`config.mk`:
```
export PLATFORM = sky130hd
export DESIGN_NAME = hazard_forward_ctrl
export DESIGN_NICKNAME = d
export VERILOG_FILES = /design/src/rtl/hazard_forward_ctrl.sv
export SDC_FILE = /design/constraint.sdc
export NUM_CORES = 1
export LEC_CHECK = 0
export BUFFER_PORTS_ARGS = -buffer_cell sky130_fd_sc_hd__buf_2
export CAP_MARGIN = 20
export CORE_MARGIN = 10
export CORE_UTILIZATION = 40
export CTS_CLUSTER_SIZE = 8
export DETAILED_ROUTE_END_ITERATION = 6
export HOLD_SLACK_MARGIN = 0.12
export PLACE_DENSITY = 0.66
export SLEW_MARGIN = 20
export SYNTH_ARGS = -nofsm -noshare
export SYNTH_HDL_FRONTEND = slang
export SYNTH_SLANG_ARGS = --single-unit
```
`constraint.sdc`:
```
create_clock -name clk -period 1.9 [get_ports clk]
set_input_delay 0.095 -clock clk [delete_from_list [all_inputs] [get_ports clk]]
set_output_delay 0.095 -clock clk [all_outputs]
set_load 0.05 [all_outputs]
```
`src/rtl/hazard_forward_ctrl.sv`:
```
// Hazard controller for the 8-bit 5-stage core. It keeps a shadow copy of the
// register usage of the instructions in EX, MEM and WB. From that it drives the
// registered EX operand-forward selects and the stall, flush and freeze
// controls, all of which the datapath acts on in the same cycle.
module hazard_forward_ctrl #(
  parameter int RA_W  = 3,
  parameter int CNT_W = 16
) (
  input  logic             clk,
  input  logic             rst_n,
  input  logic             id_valid_i,
  input  logic [RA_W-1:0]  id_rs1_i,
  input  logic [RA_W-1:0]  id_rs2_i,
  input  logic             id_use_rs1_i,
  input  logic             id_use_rs2_i,
  input  logic [RA_W-1:0]  id_rd_i,
  input  logic             id_reg_write_i,
  input  logic             id_mem_read_i,
  input  logic             branch_taken_i,
  input  logic             mem_ready_i,
  output logic [1:0]       forward_a_o,
  output logic [1:0]       forward_b_o,
  output logic             stall_o,
  output logic             flush_o,
  output logic             freeze_o,
  output logic [CNT_W-1:0] stall_count_o
);

  localparam logic [1:0] FWD_RF    = 2'b00;
  localparam logic [1:0] FWD_EXMEM = 2'b01;
  localparam logic [1:0] FWD_MEMWB = 2'b10;

  typedef struct packed {
    logic            valid;
    logic [RA_W-1:0] rd;
    logic            reg_write;
    logic            mem_read;
    logic [RA_W-1:0] rs1;
    logic [RA_W-1:0] rs2;
    logic            use1;
    logic            use2;
  } ex_sh_t;

  typedef struct packed {
    logic            valid;
    logic [RA_W-1:0] rd;
    logic            reg_write;
    logic            mem_read;
  } mem_sh_t;

  typedef struct packed {
    logic            valid;
    logic [RA_W-1:0] rd;
    logic            reg_write;
  } wb_sh_t;

  ex_sh_t           ex_q,  ex_d;
  mem_sh_t          mem_q, mem_d;
  wb_sh_t           wb_q,  wb_d;
  logic [1:0]       fwd_a_q, fwd_a_d, fwd_b_q, fwd_b_d;
  logic [CNT_W-1:0] cnt_q, cnt_d;

  logic freeze, flush, stall, enter, hit1, hit2;

  // Youngest producer wins: a non-load in EX (about to sit in EX/MEM) beats
  // any writer in MEM (about to sit in MEM/WB). A load in EX never forwards
  // from EX/MEM; the stall logic keeps its consumer back instead.
  function automatic logic [1:0] fwd_sel(input logic en, input logic use_rs,
                                         input logic [RA_W-1:0] rs,
                                         input ex_sh_t ex, input mem_sh_t mem);
    fwd_sel = FWD_RF;
    if (en && use_rs) begin
      if (ex.valid && ex.reg_write && !ex.mem_read && ex.rd == rs)
        fwd_sel = FWD_EXMEM;
      else if (mem.valid && mem.reg_write && mem.rd == rs)
        fwd_sel = FWD_MEMWB;
    end
  endfunction

  // Hazard decode. Freeze beats flush, and flush beats a load-use stall,
  // because a squashed ID instruction has nothing to wait for.
  always_comb begin
    freeze = mem_q.valid & mem_q.mem_read & ~mem_ready_i;
    flush  = ~freeze & ex_q.valid & branch_taken_i;
    hit1   = id_use_rs1_i & (id_rs1_i == ex_q.rd);
    hit2   = id_use_rs2_i & (id_rs2_i == ex_q.rd);
    stall  = ~freeze & ~flush & id_valid_i & ex_q.valid & ex_q.mem_read &
             ex_q.reg_write & (hit1 | hit2);
    enter  = id_valid_i & ~stall & ~flush;
  end

  // Shadow pipeline and forward selects advance together unless frozen.
  always_comb begin
    ex_d    = ex_q;
    mem_d   = mem_q;
    wb_d    = wb_q;
    fwd_a_d = fwd_a_q;
    fwd_b_d = fwd_b_q;
    if (!freeze) begin
      wb_d    = '{valid: mem_q.valid, rd: mem_q.rd, reg_write: mem_q.reg_write};
      mem_d   = '{valid: ex_q.valid, rd: ex_q.rd, reg_write: ex_q.reg_write,
                  mem_read: ex_q.mem_read};
      ex_d    = '{valid: enter, rd: id_rd_i, reg_write: id_reg_write_i,
                  mem_read: id_mem_read_i, rs1: id_rs1_i, rs2: id_rs2_i,
                  use1: id_use_rs1_i, use2: id_use_rs2_i};
      fwd_a_d = fwd_sel(enter, id_use_rs1_i, id_rs1_i, ex_q, mem_q);
      fwd_b_d = fwd_sel(enter, id_use_rs2_i, id_rs2_i, ex_q, mem_q);
    end
  end

  // Saturating count of cycles lost to stall or freeze; flushes not counted.
  always_comb begin
    cnt_d = cnt_q;
    if ((stall || freeze) && cnt_q != '1)
      cnt_d = cnt_q + CNT_W'(1);
  end

  // State registers; reset drops every pending action at once.
  always_ff @(posedge clk or negedge rst_n) begin
    if (!rst_n) begin
      ex_q    <= '0;
      mem_q   <= '0;
      wb_q    <= '0;
      fwd_a_q <= FWD_RF;
      fwd_b_q <= FWD_RF;
      cnt_q   <= '0;
    end else begin
      ex_q    <= ex_d;
      mem_q   <= mem_d;
      wb_q    <= wb_d;
      fwd_a_q <= fwd_a_d;
      fwd_b_q <= fwd_b_d;
      cnt_q   <= cnt_d;
    end
  end

  // The WB shadow and the EX source fields are kept for debug visibility only.
  // The register file resolves WB-versus-ID by write-through, so no output
  // reads them.
  logic unused_shadow;
  assign unused_shadow = ^{ex_q, wb_q};

  assign forward_a_o   = fwd_a_q;
  assign forward_b_o   = fwd_b_q;
  assign stall_o       = stall;
  assign flush_o       = flush;
  assign freeze_o      = freeze;
  assign stall_count_o = cnt_q;

endmodule

```
==> results.cfg <==
[run_status]
outcome = finished with violations
failed_checks = negative setup slack

[global_route]
track_usage_pct = 12.66
grt_first_pass_wirelength_mm = 6.624
grt_max_degree = 33
antenna_found_initial = 0
grt_pass1_vias = 1457
overflow = 0

[timing]
finalSetupViolations = 14
fin_ws_ns = -0.1377
max-slew-margin-rel_pct = 52.60
slew_violations = 0
skew_ns = 0.005199
period_share_pct = 107.2
worstMarginPinSlew_ns = 0.7110
rsz0062_at_grt = yes
finalSetupTns_ns = -1.121
clock.fmax_ghz = 0.4907
finalHoldViolations = 0
period_needed_ns = 2.038

[yosys]
synth_area_um2 = 1568
synth_nets = 184
synth-edff-count = 0
syn_inst = 165
synth_seq_cells = 32
postSynthAreaPerCell_um2 = 9.502
yosys_warnings = 0
synth_top_flop_cell = dfrtp_1
ys_types = 23
async_flop_share_pct = 100.0
ys_seq_area_share_pct = 51.08

[setup_path]
crit_path_start_kind = flop
critPathKind = flop to flop
reg2reg_from = ex_q[11]
critPathArrivalTime_ns = 2.22
startpoint = ex_q[11]
cp_max_fo = 5
r2r_slack_ns = -0.14
crit_required_ns = 2.08
rr_worst_depth = 9
end_kind = flop

[cts]
path_clk_slew_ns = 0.07
clock-sinks = 32
numCtsBuffers = 5
cts_tree = yes
clock_path_buffers = 2
root_buffer = clkbuf_8
clock_latency_ns = 0.29
ctsHtreeMaxLevel = 2

[die]
start_util_pct = 42.19
pin_count = 41
die_y_um = 82.61
fp-row-count = 22
die_area_um2 = 6824
die_w_um = 82.61
core_area_um2 = 3716

[routing]
dr_total_vias = 1373
via_per_inst = 4.869
ant_nets = 0
first_iter_violations = 43
wirelength_mm = 3.936
drt-pass1-iter-count = 4
drcViolationCount = 0
routedWlPerCell_um = 13.96

[finish]
drive_above_1_share_pct = 41.45
areaGrowthSynthToFinish_pct = 44.53
final_common_cell = nand2_1
final_cell_mix = nand2_1, buf_2, dfrtp_1, buf_4, xnor2_1
nets = 252
fillers = 329
fin_cells = 282
diodes = 0

[place]
dpl.cell_count = 258
port_buffers = 40
gp_congestion = 0.8468
place_hpwl_mm = 2.863
dpl_worst_slack_ns = -0.1533

[min_path]
worstHoldPathCells = 3
min_path_type = input pin to flop
hp-start = mem_ready_i

[power]
peakVddDrop_v = 0.0005293
leakagePower_nw = 1.120
power_density_nw_per_um2 = 885.2

[job]
max-cap-violations = 0
==> worst max-delay path: stages, from the launching register on <==
cell,delay [ns]
dfrtp_2,0.45
xnor2_2,0.17
nand4_1,0.17
a2111oi_4,0.36
buf_4,0.19
o32a_1,0.19
buf_6,0.12
buf_4,0.11
nand2_2,0.05
xnor2_1,0.12
==> registers in the layout (all words and copies together) (netlist names) <==
register,cells
forward_a_o,2
ex_q,6
stall_count_o,16
forward_b_o,2
mem_q,6
==> final timing paths <==
check | end
min | mem_q[0]
max in group asynchronous | stall_count_o[0]
max | stall_count_o[2]
min in group asynchronous | stall_count_o[5]
min reg2reg | forward_b_o[0]
max reg2reg | stall_count_o[2]
==> routing by layer <==
metal	GRT usage, %	share of wire [%]	vias up
met5	0	0	-
met4	4.515	1.1	0
met1	13.83	42	642
met2	21.23	48	39
met3	5.832	8.7	5
li1	-	-	687
==> kinds of logic after synthesis <==
kind of cell             synth area share [%]
AND/OR/NAND/NOR                         27.14
multiplexers                           0.7182
adder cells (fa/ha/maj)                0.7980
XOR/XNOR                                14.53
buffers and inverters                   1.676
AO/OA/AOI/OAI                           4.071
flip-flops                              51.08
==> layout make-up <==
class                   count  area, um^2  area share (%)
clock buffers               7       86.33           3.810
clock inverters             1       7.507          0.3313
inverters                   3       11.26          0.4970
multi-input cells         126       852.1           37.60
flip-flops and latches     32       813.3           35.89
well taps                  48       60.06           2.650
repair buffers             65       435.4           19.22
==> where the power goes <==
| group | internal, W | switching, W |
|---|---|---|
| clock | 0.000294 | 0.000257 |
| sequential | 0.000773 | 0.0000998 |
| combinational | 0.000220 | 0.000362 |
==> synth_stat cells, types with 2 or more instances <==
cell type  number  area, um^2
nand2_1        50       187.7
dfrtp_1        32       800.8
xnor2_1        17       148.9
nand3_1        12       60.06
xor2_1          9       78.83
nand4_1         7       43.79
nor3_1          7       35.03
nor2_1          6       22.52
clkbuf_1        4       15.01
and3_1          3       18.77
inv_1           3       11.26
nand2b_1        2       12.51
nor4_1          2       12.51
o21ai_0         2       10.01
==> through the flow <==
stage                     total power, W  util, %  instance area [um^2]  hold slack (ns)
after floorplan                 0.001234        -                  1609          -0.2006
after global placement          0.001397    51.68                  1921           0.1870
after detailed placement        0.001400    51.68                  1921           0.1952
after CTS                       0.002014    59.29                  2203           0.1632
after global routing            0.002124    60.98                  2266           0.1707
final                           0.002006    60.98                  2266           0.1617
==> timing repair <==
| item | in CTS | in global routing |
|---|---|---|
| gates resized for setup | 18 | 6 |
| hold buffers | 8 | 0 |
| pin swaps | 14 | 6 |
| hold endpoints to repair | 41 | 0 |
| setup buffers | 4 | 5 |
| setup endpoints to repair | 16 | 22 |
No activity file was read; power rests on OpenSTA's default activity.
